File: config.mk
export PLATFORM = sky130hd
export DESIGN_NAME = opll_bus_sequencer_flat
export DESIGN_NICKNAME = d
export VERILOG_FILES = /design/src/rtl/opll_bus_sequencer_pkg.sv /design/src/rtl/opll_bus_sequencer_if.sv /design/src/rtl/opll_bus_sequencer_cmd_fifo.sv /design/src/rtl/opll_bus_sequencer.sv /design/src/flat_wrapper.sv
export SDC_FILE = /design/constraint.sdc
export NUM_CORES = 1
export LEC_CHECK = 0
export CORE_MARGIN = 1.5
export CORE_UTILIZATION = 50
export DETAILED_ROUTE_END_ITERATION = 8
export PLACE_DENSITY = 0.66
export SYNTH_ARGS = -nofsm -noshare
export SYNTH_HDL_FRONTEND = slang
export SYNTH_HIERARCHICAL = 1
export SYNTH_SLANG_ARGS = --single-unit
File: constraint.sdc
create_clock -name clk -period 5.89 [get_ports clk]
set_input_delay 1.178 -clock clk [delete_from_list [all_inputs] [get_ports clk]]
set_output_delay 1.178 -clock clk [all_outputs]
set_load 0.005 [all_outputs]
File: src/rtl/opll_bus_sequencer_pkg.sv
// -----------------------------------------------------------------------------
// opll_bus_pkg
// Shared types and constants for the OPLL bus sequencer.
//   opll_bus_state_t : bus sequencer FSM states
//   opll_cmd_t       : one queued register write {chip, addr, data}
//   OPLL_*_DEF       : default bus timing in clk cycles
// The chip field is a fixed 8 bits so the struct does not depend on NUM_CHIPS;
// narrower chip indices are zero-extended into it.
// -----------------------------------------------------------------------------
package opll_bus_pkg;

    typedef enum logic [2:0] {
        IDLE,
        A_SETUP,
        A_STROBE,
        A_WAIT,
        D_SETUP,
        D_STROBE,
        D_WAIT
    } opll_bus_state_t;

    localparam int OPLL_ADDR_WAIT_DEF = 12;
    localparam int OPLL_DATA_WAIT_DEF = 84;
    localparam int OPLL_WR_PULSE_DEF  = 4;

    typedef struct packed {
        logic [7:0] chip;
        logic [7:0] addr;
        logic [7:0] data;
    } opll_cmd_t;

    function automatic int opll_max3(input int a, input int b, input int c);
        int m;
        m = (a > b) ? a : b;
        return (m > c) ? m : c;
    endfunction

endpackage

File: src/rtl/opll_bus_sequencer_if.sv
// -----------------------------------------------------------------------------
// opll_bus_sequencer_if
// Command handshake plus the YM2413-style write bus.
//   i_cmd_valid/o_cmd_ready : command handshake
//   i_cmd_chip/reg/data     : command payload (chip index is CW bits)
//   o_cs_n[NUM_CHIPS]       : per-chip select, active low
//   o_wr_n, o_a0, o_d       : write strobe, address/data select, data bus
// slave  : the sequencer side.  master : the host / bench side.
// -----------------------------------------------------------------------------
interface opll_bus_sequencer_if #(
    parameter int NUM_CHIPS = 1
) ();
    localparam int CW = (NUM_CHIPS > 1) ? $clog2(NUM_CHIPS) : 1;

    logic                 i_cmd_valid;
    logic                 o_cmd_ready;
    logic [CW-1:0]        i_cmd_chip;
    logic [7:0]           i_cmd_reg;
    logic [7:0]           i_cmd_data;
    logic [NUM_CHIPS-1:0] o_cs_n;
    logic                 o_wr_n;
    logic                 o_a0;
    logic [7:0]           o_d;

    modport slave (
        input  i_cmd_valid, i_cmd_chip, i_cmd_reg, i_cmd_data,
        output o_cmd_ready, o_cs_n, o_wr_n, o_a0, o_d
    );

    modport master (
        output i_cmd_valid, i_cmd_chip, i_cmd_reg, i_cmd_data,
        input  o_cmd_ready, o_cs_n, o_wr_n, o_a0, o_d
    );
endinterface

File: src/rtl/opll_bus_sequencer_cmd_fifo.sv
// -----------------------------------------------------------------------------
// opll_cmd_fifo
// Synchronous FIFO with occupancy output; DEPTH must be a power of two >= 2.
//   clk, rst   : clock, asynchronous active-high reset (pointers/level only)
//   push_i     : write wdata_i (accepted when not full, or when popping)
//   pop_i      : drop the head entry (ignored when empty)
//   rdata_o    : head entry, valid while !empty_o
//   empty_o, full_o, level_o : status
// -----------------------------------------------------------------------------
module opll_cmd_fifo #(
    parameter int DEPTH = 8,
    parameter int WIDTH = 24
) (
    input  logic                     clk,
    input  logic                     rst,
    input  logic                     push_i,
    input  logic                     pop_i,
    input  logic [WIDTH-1:0]         wdata_i,
    output logic [WIDTH-1:0]         rdata_o,
    output logic                     empty_o,
    output logic                     full_o,
    output logic [$clog2(DEPTH):0]   level_o
);
    localparam int AW = $clog2(DEPTH);

    logic [WIDTH-1:0] mem_q [DEPTH];
    logic [AW-1:0]    wptr_q, rptr_q;
    logic [AW:0]      level_q;
    logic             do_push, do_pop;

    assign empty_o = (level_q == '0);
    assign full_o  = (level_q == (AW+1)'(DEPTH));
    assign level_o = level_q;
    assign rdata_o = mem_q[rptr_q];

    // A simultaneous pop frees the slot being written, so push is legal when full.
    assign do_push = push_i && (!full_o || pop_i);
    assign do_pop  = pop_i && !empty_o;

    always_ff @(posedge clk or posedge rst) begin
        if (rst) begin
            wptr_q  <= '0;
            rptr_q  <= '0;
            level_q <= '0;
        end else begin
            if (do_push) wptr_q <= wptr_q + AW'(1);
            if (do_pop)  rptr_q <= rptr_q + AW'(1);
            case ({do_push, do_pop})
                2'b10:   level_q <= level_q + (AW+1)'(1);
                2'b01:   level_q <= level_q - (AW+1)'(1);
                default: level_q <= level_q;
            endcase
        end
    end

    always_ff @(posedge clk) begin
        if (do_push) mem_q[wptr_q] <= wdata_i;
    end
endmodule

File: src/rtl/opll_bus_sequencer.sv
// -----------------------------------------------------------------------------
// opll_bus_sequencer
// Queues {chip, reg, data} writes and replays each one as a paced
// CS_n/WR_n/A0/D sequence for one or more YM2413/IKAOPLL cores.
//   clk, rst   : clock (IKAOPLL emulation clock), async active-high reset
//   bus        : opll_bus_sequencer_if.slave (command handshake + write bus)
//   o_busy     : FSM active or commands queued
//   o_level    : FIFO occupancy
//   o_bad_chip : sticky, set when a command named chip >= NUM_CHIPS
// Optional: define OPLL_ADDR_CACHE_EN to skip the address phase when the
// target chip's last written register equals the new one.
// Bus outputs are decoded from the current state into registers, so the bus
// trails the FSM by one cycle; o_busy is registered the same way so it lines
// up with the bus. All wait parameters must be >= 1.
// -----------------------------------------------------------------------------
module opll_bus_sequencer
    import opll_bus_pkg::*;
#(
    parameter int NUM_CHIPS  = 1,
    parameter int FIFO_DEPTH = 8,
    parameter int WR_PULSE   = OPLL_WR_PULSE_DEF,
    parameter int ADDR_WAIT  = OPLL_ADDR_WAIT_DEF,
    parameter int DATA_WAIT  = OPLL_DATA_WAIT_DEF
) (
    input  logic                        clk,
    input  logic                        rst,
    opll_bus_sequencer_if.slave         bus,
    output logic                        o_busy,
    output logic [$clog2(FIFO_DEPTH):0] o_level,
    output logic                        o_bad_chip
);
    localparam int CW      = (NUM_CHIPS > 1) ? $clog2(NUM_CHIPS) : 1;
    localparam int CNT_MAX = opll_max3(WR_PULSE, ADDR_WAIT, DATA_WAIT);
    localparam int CNTW    = $clog2(CNT_MAX + 1);

    typedef logic [CNTW-1:0] cnt_t;
    // Counter holds remaining cycles minus one; the state exits at zero.
    localparam cnt_t CNT_PULSE = cnt_t'(WR_PULSE - 1);
    localparam cnt_t CNT_AWAIT = cnt_t'(ADDR_WAIT - 1);
    localparam cnt_t CNT_DWAIT = cnt_t'(DATA_WAIT - 1);

    opll_bus_state_t      state_q, state_d;
    cnt_t                 cnt_q, cnt_d;
    opll_cmd_t            cmd_q, head, wcmd;
    logic                 fifo_empty, fifo_full, push, pop, hit;
    logic                 busy_q, bad_q, wr_n_q, a0_q;
    logic [7:0]           d_q;
    logic [NUM_CHIPS-1:0] cs_n_q;

    function automatic logic chip_ok(input logic [7:0] chip);
        return {1'b0, chip} < 9'(NUM_CHIPS);
    endfunction

    // Out-of-range chip indices yield an all-ones mask: nothing is selected.
    function automatic logic [NUM_CHIPS-1:0] cs_mask(input logic [7:0] chip);
        logic [NUM_CHIPS-1:0] m;
        for (int i = 0; i < NUM_CHIPS; i++) m[i] = (chip != 8'(i));
        return m;
    endfunction

    assign wcmd = '{chip: 8'(bus.i_cmd_chip), addr: bus.i_cmd_reg, data: bus.i_cmd_data};
    assign bus.o_cmd_ready = !fifo_full;
    assign push = bus.i_cmd_valid && !fifo_full;
    assign pop  = (state_q == IDLE) && !fifo_empty;

    opll_cmd_fifo #(
        .DEPTH (FIFO_DEPTH),
        .WIDTH ($bits(opll_cmd_t))
    ) u_fifo (
        .clk     (clk),
        .rst     (rst),
        .push_i  (push),
        .pop_i   (pop),
        .wdata_i (wcmd),
        .rdata_o (head),
        .empty_o (fifo_empty),
        .full_o  (fifo_full),
        .level_o (o_level)
    );

`ifdef OPLL_ADDR_CACHE_EN
    logic [NUM_CHIPS-1:0] cvld_q;
    logic [7:0]           caddr_q [NUM_CHIPS];
    logic                 cache_upd;

    always_comb begin
        hit = 1'b0;
        for (int i = 0; i < NUM_CHIPS; i++)
            if (head.chip == 8'(i) && cvld_q[i] && caddr_q[i] == head.addr) hit = 1'b1;
    end

    // The address is known to be in the chip once its strobe has finished.
    assign cache_upd = (state_q == A_STROBE) && (cnt_q == '0) && chip_ok(cmd_q.chip);

    always_ff @(posedge clk or posedge rst) begin
        if (rst) begin
            cvld_q <= '0;
        end else if (cache_upd) begin
            for (int i = 0; i < NUM_CHIPS; i++)
                if (cmd_q.chip == 8'(i)) cvld_q[i] <= 1'b1;
        end
    end

    always_ff @(posedge clk) begin
        if (cache_upd)
            for (int i = 0; i < NUM_CHIPS; i++)
                if (cmd_q.chip == 8'(i)) caddr_q[i] <= cmd_q.addr;
    end
`else
    assign hit = 1'b0;
`endif

    always_comb begin
        state_d = state_q;
        cnt_d   = cnt_q;
        if (state_q != IDLE && cnt_q != '0) begin
            cnt_d = cnt_q - cnt_t'(1);
        end else begin
            case (state_q)
                IDLE:     if (!fifo_empty) begin
                              state_d = hit ? D_SETUP : A_SETUP;
                              cnt_d   = '0;
                          end
                A_SETUP:  begin state_d = A_STROBE; cnt_d = CNT_PULSE; end
                A_STROBE: begin state_d = A_WAIT;   cnt_d = CNT_AWAIT; end
                A_WAIT:   begin state_d = D_SETUP;  cnt_d = '0;        end
                D_SETUP:  begin state_d = D_STROBE; cnt_d = CNT_PULSE; end
                D_STROBE: begin state_d = D_WAIT;   cnt_d = CNT_DWAIT; end
                default:  begin state_d = IDLE;     cnt_d = '0;        end
            endcase
        end
    end

    always_ff @(posedge clk or posedge rst) begin
        if (rst) begin
            state_q <= IDLE;
            cnt_q   <= '0;
            cs_n_q  <= '1;
            wr_n_q  <= 1'b1;
            a0_q    <= 1'b0;
            d_q     <= '0;
            busy_q  <= 1'b0;
            bad_q   <= 1'b0;
        end else begin
            state_q <= state_d;
            cnt_q   <= cnt_d;
            busy_q  <= (state_q != IDLE) || !fifo_empty;
            if (pop && !chip_ok(head.chip)) bad_q <= 1'b1;
            // A0/D are only rewritten in setup/strobe, so they hold through waits.
            case (state_q)
                A_SETUP, A_STROBE: begin
                    cs_n_q <= cs_mask(cmd_q.chip);
                    wr_n_q <= (state_q != A_STROBE);
                    a0_q   <= 1'b0;
                    d_q    <= cmd_q.addr;
                end
                D_SETUP, D_STROBE: begin
                    cs_n_q <= cs_mask(cmd_q.chip);
                    wr_n_q <= (state_q != D_STROBE);
                    a0_q   <= 1'b1;
                    d_q    <= cmd_q.data;
                end
                default: begin
                    cs_n_q <= '1;
                    wr_n_q <= 1'b1;
                end
            endcase
        end
    end

    always_ff @(posedge clk) begin
        if (pop) cmd_q <= head;
    end

    assign bus.o_cs_n = cs_n_q;
    assign bus.o_wr_n = wr_n_q;
    assign bus.o_a0   = a0_q;
    assign bus.o_d    = d_q;
    assign o_busy     = busy_q;
    assign o_bad_chip = bad_q;
endmodule
File: src/flat_wrapper.sv
// flat-port wrapper written by rule: the top's interface ports become plain ports
module opll_bus_sequencer_flat import opll_bus_pkg::*;
#(
    parameter int NUM_CHIPS  = 1,
    parameter int FIFO_DEPTH = 8,
    parameter int WR_PULSE   = OPLL_WR_PULSE_DEF,
    parameter int ADDR_WAIT  = OPLL_ADDR_WAIT_DEF,
    parameter int DATA_WAIT  = OPLL_DATA_WAIT_DEF
)
  (clk, rst, o_busy, o_level, o_bad_chip, bus_i_cmd_valid, bus_i_cmd_chip, bus_i_cmd_reg, bus_i_cmd_data, bus_o_cmd_ready, bus_o_cs_n, bus_o_wr_n, bus_o_a0, bus_o_d);
  opll_bus_sequencer_if #(.NUM_CHIPS(NUM_CHIPS)) bus_i ();
  input  logic clk;
  input  logic rst;
  output logic o_busy;
  output logic [$clog2(FIFO_DEPTH):0] o_level;
  output logic o_bad_chip;
  input wire logic [$bits(bus_i.i_cmd_valid)-1:0] bus_i_cmd_valid;
  input wire logic [$bits(bus_i.i_cmd_chip)-1:0] bus_i_cmd_chip;
  input wire logic [$bits(bus_i.i_cmd_reg)-1:0] bus_i_cmd_reg;
  input wire logic [$bits(bus_i.i_cmd_data)-1:0] bus_i_cmd_data;
  output wire logic [$bits(bus_i.o_cmd_ready)-1:0] bus_o_cmd_ready;
  output wire logic [$bits(bus_i.o_cs_n)-1:0] bus_o_cs_n;
  output wire logic [$bits(bus_i.o_wr_n)-1:0] bus_o_wr_n;
  output wire logic [$bits(bus_i.o_a0)-1:0] bus_o_a0;
  output wire logic [$bits(bus_i.o_d)-1:0] bus_o_d;
  assign bus_i.i_cmd_valid = bus_i_cmd_valid;
  assign bus_i.i_cmd_chip = bus_i_cmd_chip;
  assign bus_i.i_cmd_reg = bus_i_cmd_reg;
  assign bus_i.i_cmd_data = bus_i_cmd_data;
  assign bus_o_cmd_ready = bus_i.o_cmd_ready;
  assign bus_o_cs_n = bus_i.o_cs_n;
  assign bus_o_wr_n = bus_i.o_wr_n;
  assign bus_o_a0 = bus_i.o_a0;
  assign bus_o_d = bus_i.o_d;
  opll_bus_sequencer #(.NUM_CHIPS(NUM_CHIPS), .FIFO_DEPTH(FIFO_DEPTH), .WR_PULSE(WR_PULSE), .ADDR_WAIT(ADDR_WAIT), .DATA_WAIT(DATA_WAIT)) u_core (.clk(clk), .rst(rst), .bus(bus_i), .o_busy(o_busy), .o_level(o_level), .o_bad_chip(o_bad_chip));
endmodule
==> results list <==
* Iteration-0 DRC Markers: 215
* Worst hold path startpoint: u_core/o_bad_chip
* DR vias/cell: 5.477
- Worst Slack Setup Final: 1.719 ns
- The final number of max-transition violations came to 0.
- Number of clock sinks: 249
- Number of instances in the placed design: 869
* Buffers from clock root to sink, at most: 3
- Vias: 5017
* Power Dens Cells: 355.8 mW/mm2
- The first detailed-routing pass ran for 4 iterations.
- The number of cells on the worst reg-to-reg path is 10.
- Setup slack on the worst reg-to-reg path comes out at 1.72 ns.
- The flow ran to the end, and the final reports show no timing, DRC or antenna violations.
- Setup repair after global routing left no endpoint under its margin.
- Count of unique library cells instantiated by Yosys: 58
- Worst Setup Slack post-DPL: 1.788 ns
- The die is 144.5 um tall.
* Initial standard-cell utilization of the core: 51.28%
* Number of antenna diodes: 0
- STA puts the critical path data arrival time at 4.53 ns.
- In this run, CTS created clock tree buffers numbering 26.
- # H-tree levels: 1
- The initial antenna violation count came to 0.
- The number of global-route vias before repair came to 5107.
- Non-filler cells, final: 916
- Routability-driven placement finished with a final weighted congestion of 0.8455.
* Warning count from the yosys run: 6
- Transition at the pin with the smallest max-transition slack: 0.9052 ns
* Maximum number of pins on one net before global-route repair: 49
- Post-Syn Area per Cell: 19.18 um2
- CTS tree: done
- After clock tree synthesis, the clock-pin slew on the worst setup and hold paths is 0.06 ns.
- In this run the clock root is driven by a clkbuf_16.
* Category of the most critical setup path: flop to flop
- Counting flops with an async set or reset pin after synthesis yields a share of 13.25%.
* Die area: 0.02088 mm2
- Summed over all failing endpoints, the final setup total negative slack is 0 ns.
- Sum of routed wire length over all layers: 17940 um
- After layout, the worst path uses 70.81% of the clock period.
* Number of standard cells after synthesis: 522
* GRT Util Overall: 18.07%
* Seq cells post-synth: 249
* Reg-to-reg critical path startpoint: u_core/state_q[1]
- Critical Path RT: 6.25 ns
- STA classifies the critical path endpoint as a flop.
- Num ports: 38
* Cell leakage power: 3.975 nW
- Dominant synthesized flop cell: edfxtp_1
* CTS-repair resized insts: 0
* Part of the Yosys area used for sequential elements: 73.05%
* Layout overhead on the synthesized area: 16.96%
* Post-detail-place hpwl: 10430 um
- STA classifies the critical path startpoint as a flop.
* Aggregate global routing overflow: 0
* Buffers added on ports: 37
* Cell area after technology mapping: 0.01001 mm2
* Power, Total: 4.167 mW
* Net count of the finished layout: 660
- Timing would allow up to 0.2398 GHz.
* Antenna Nets Post-Route: 0
- The endpoint identified for the worst register-to-register timing path is u_core/u_fifo/level_o[3].
- Max cap viols: 0
- VDD IR-drop max: 214.2 uV
* Number of cells on the worst hold path: 1
* Highest fanout seen on the critical path: 33
- Post-CTS timing repair inserted 0 buffers for setup.
- Number of flops mapped to enable cells by yosys: 216
- In the routed design, unresolved DRC markers number 0.
- The core region is 0.01953 mm2.
- For this design, the CTS-stage hold fixing added 0 buffers.
- Setup violations remaining at the end of the flow were counted as 0.
* Endpoint of the worst hold path: u_core/o_bad_chip
- Layout cell share with drive strength beyond 1: 22.58%
- Slew margin rel.: 39.66%
* First-pass GRT wire length: 27850 um
* Classification of the worst-slack hold path: flop to flop
* Width of the die: 144.5 um
- Final critical-path required period: 4.171 ns
- Post-detailed-route wirelength per cell: 19.59 um
- The final hold violation count came to 0.
- Post-Route Skew: 0.009987 ns
- Worst skew pair latency: 0.51 ns
* Rows: 51
[cells in the mapped netlist, types with 2 or more instances]
| library cell | number | area, um2 |
|---|---|---|
| a211oi_1 | 6 | 45.04 |
| buf_2 | 8 | 40.04 |
| nor3_1 | 6 | 30.03 |
| mux4_2 | 48 | 1081 |
| clkbuf_1 | 8 | 30.03 |
| buf_1 | 3 | 11.26 |
| dfstp_2 | 2 | 52.55 |
| and2_1 | 10 | 62.56 |
| mux2_2 | 25 | 281.5 |
| nand2_1 | 15 | 56.30 |
| o211ai_1 | 3 | 22.52 |
| a21oi_1 | 9 | 45.04 |
| nor2b_1 | 3 | 18.77 |
| nor3b_1 | 3 | 22.52 |
| xnor2_1 | 5 | 43.79 |
| buf_12 | 2 | 40.04 |
| o221a_2 | 2 | 22.52 |
| o21ai_0 | 24 | 120.1 |
| nor4_1 | 7 | 43.79 |
| mux2i_1 | 4 | 40.04 |
| or2_2 | 2 | 12.51 |
| nor2_1 | 8 | 30.03 |
| a221oi_1 | 8 | 70.07 |
| edfxtp_1 | 216 | 6486 |
| nand3_1 | 4 | 20.02 |
| inv_1 | 13 | 48.80 |
| ha_1 | 7 | 87.58 |
| a21o_1 | 2 | 15.01 |
| o41ai_1 | 3 | 26.28 |
| nand2b_1 | 8 | 50.05 |
| dfrtp_1 | 31 | 775.7 |
[report_power, final]
group / internal (mW) / switching, mW
sequential: 2.16 / 0.0840
combinational: 0.181 / 0.259
clock: 0.871 / 0.612
total: 3.21 / 0.955
[kinds of logic after synthesis]
| logic type | after synthesis | synth area share, % |
|---|---|---|
| flip-flops | 249 | 73.05 |
| multiplexers | 78 | 14.16 |
| AND/OR/NAND/NOR | 76 | 4.511 |
| AO/OA/AOI/OAI | 68 | 4.798 |
| buffers and inverters | 36 | 1.849 |
| adder cells (fa/ha/maj) | 8 | 1.075 |
| XOR/XNOR | 6 | 0.5248 |
| other | 1 | 0.03745 |
[cells in the final DEF (no fill, tap or decap), types with 12 or more instances in the layout]
cell type	instances
clkbuf_16	27
buf_4	12
o21ai_0	24
edfxtp_1	216
clkdlybuf4s50_1	37
dfrtp_1	29
mux4_2	48
inv_1	13
nand2_1	15
conb_1	56
mux2_2	25
[flip-flops by register name (all words and copies together), names as in the netlist, 3 cells and up]
| name | flops |
|---|---|
| u_core/bus.o_d | 8 |
| u_core/cmd_q | 24 |
| u_core/cnt_q | 7 |
| u_core/state_q | 3 |
| u_core/u_fifo/level_o | 4 |
| u_core/u_fifo/mem_q | 192 |
| u_core/u_fifo/rptr_q | 3 |
| u_core/u_fifo/wptr_q | 3 |
[worst max-delay path: stages, from the launching register on]
cell	delay, ns
dfrtp_1	0.93
clkinv_1	0.52
nand2_1	0.38
nor2_2	0.13
o41ai_1	0.19
inv_1	0.17
ha_1	0.32
ha_1	0.38
or4b_2	0.66
o311ai_0	0.16
o211ai_1	0.17
[how the worst max path moves through the flow]
| stage | startpoint | end | slack [ns] | cells after the start |
|---|---|---|---|---|
| 5_1_grt | u_core/state_q[1] | u_core/u_fifo/level_o[3] | 1.49 | 9 |
| 3_5_place_dp | u_core/state_q[1] | u_core/u_fifo/level_o[3] | 1.79 | 9 |
| 4_1_cts | u_core/state_q[1] | u_core/u_fifo/level_o[3] | 1.78 | 10 |
| 2_1_floorplan | u_core/state_q[2] | u_core/u_fifo/mem_q[0][0] | 0.65 | 6 |
| 6_report | u_core/state_q[1] | u_core/u_fifo/level_o[3] | 1.72 | 10 |
| 3_3_place_gp | u_core/state_q[1] | u_core/u_fifo/level_o[3] | 2.04 | 9 |
[through the flow]
stage	util [%]	hold slack [ns]	instance area (um2)
after detailed placement	55.93	0.4945	10920
after global routing	59.98	0.5131	11710
final	59.98	0.5006	11710
after global placement	55.93	0.4831	10920
after floorplan	-	0.4415	10220
after CTS	59.98	0.5050	11710
[cell type report]
| cell class | count | area (um2) |
|---|---|---|
| clock inverter | 10 | 47.55 |
| fill | 1451 | 7815 |
| timing repair buffer | 49 | 460.4 |
| inverter | 14 | 52.55 |
| multi-input combinational | 292 | 2756 |
| tap | 265 | 331.6 |
| sequential | 249 | 7320 |
| clock buffer | 37 | 743.2 |
[routing by layer]
| layer | share of wire (%) | track usage, % | up-vias |
|---|---|---|---|
| met2 | 50 | 30.85 | 155 |
| li1 | - | - | 2289 |
| met3 | 5.7 | 3.510 | 37 |
| met5 | 0 | 0 | - |
| met1 | 42 | 23.81 | 2536 |
| met4 | 2.1 | 4.997 | 0 |
(Power assumes the default switching activity.)
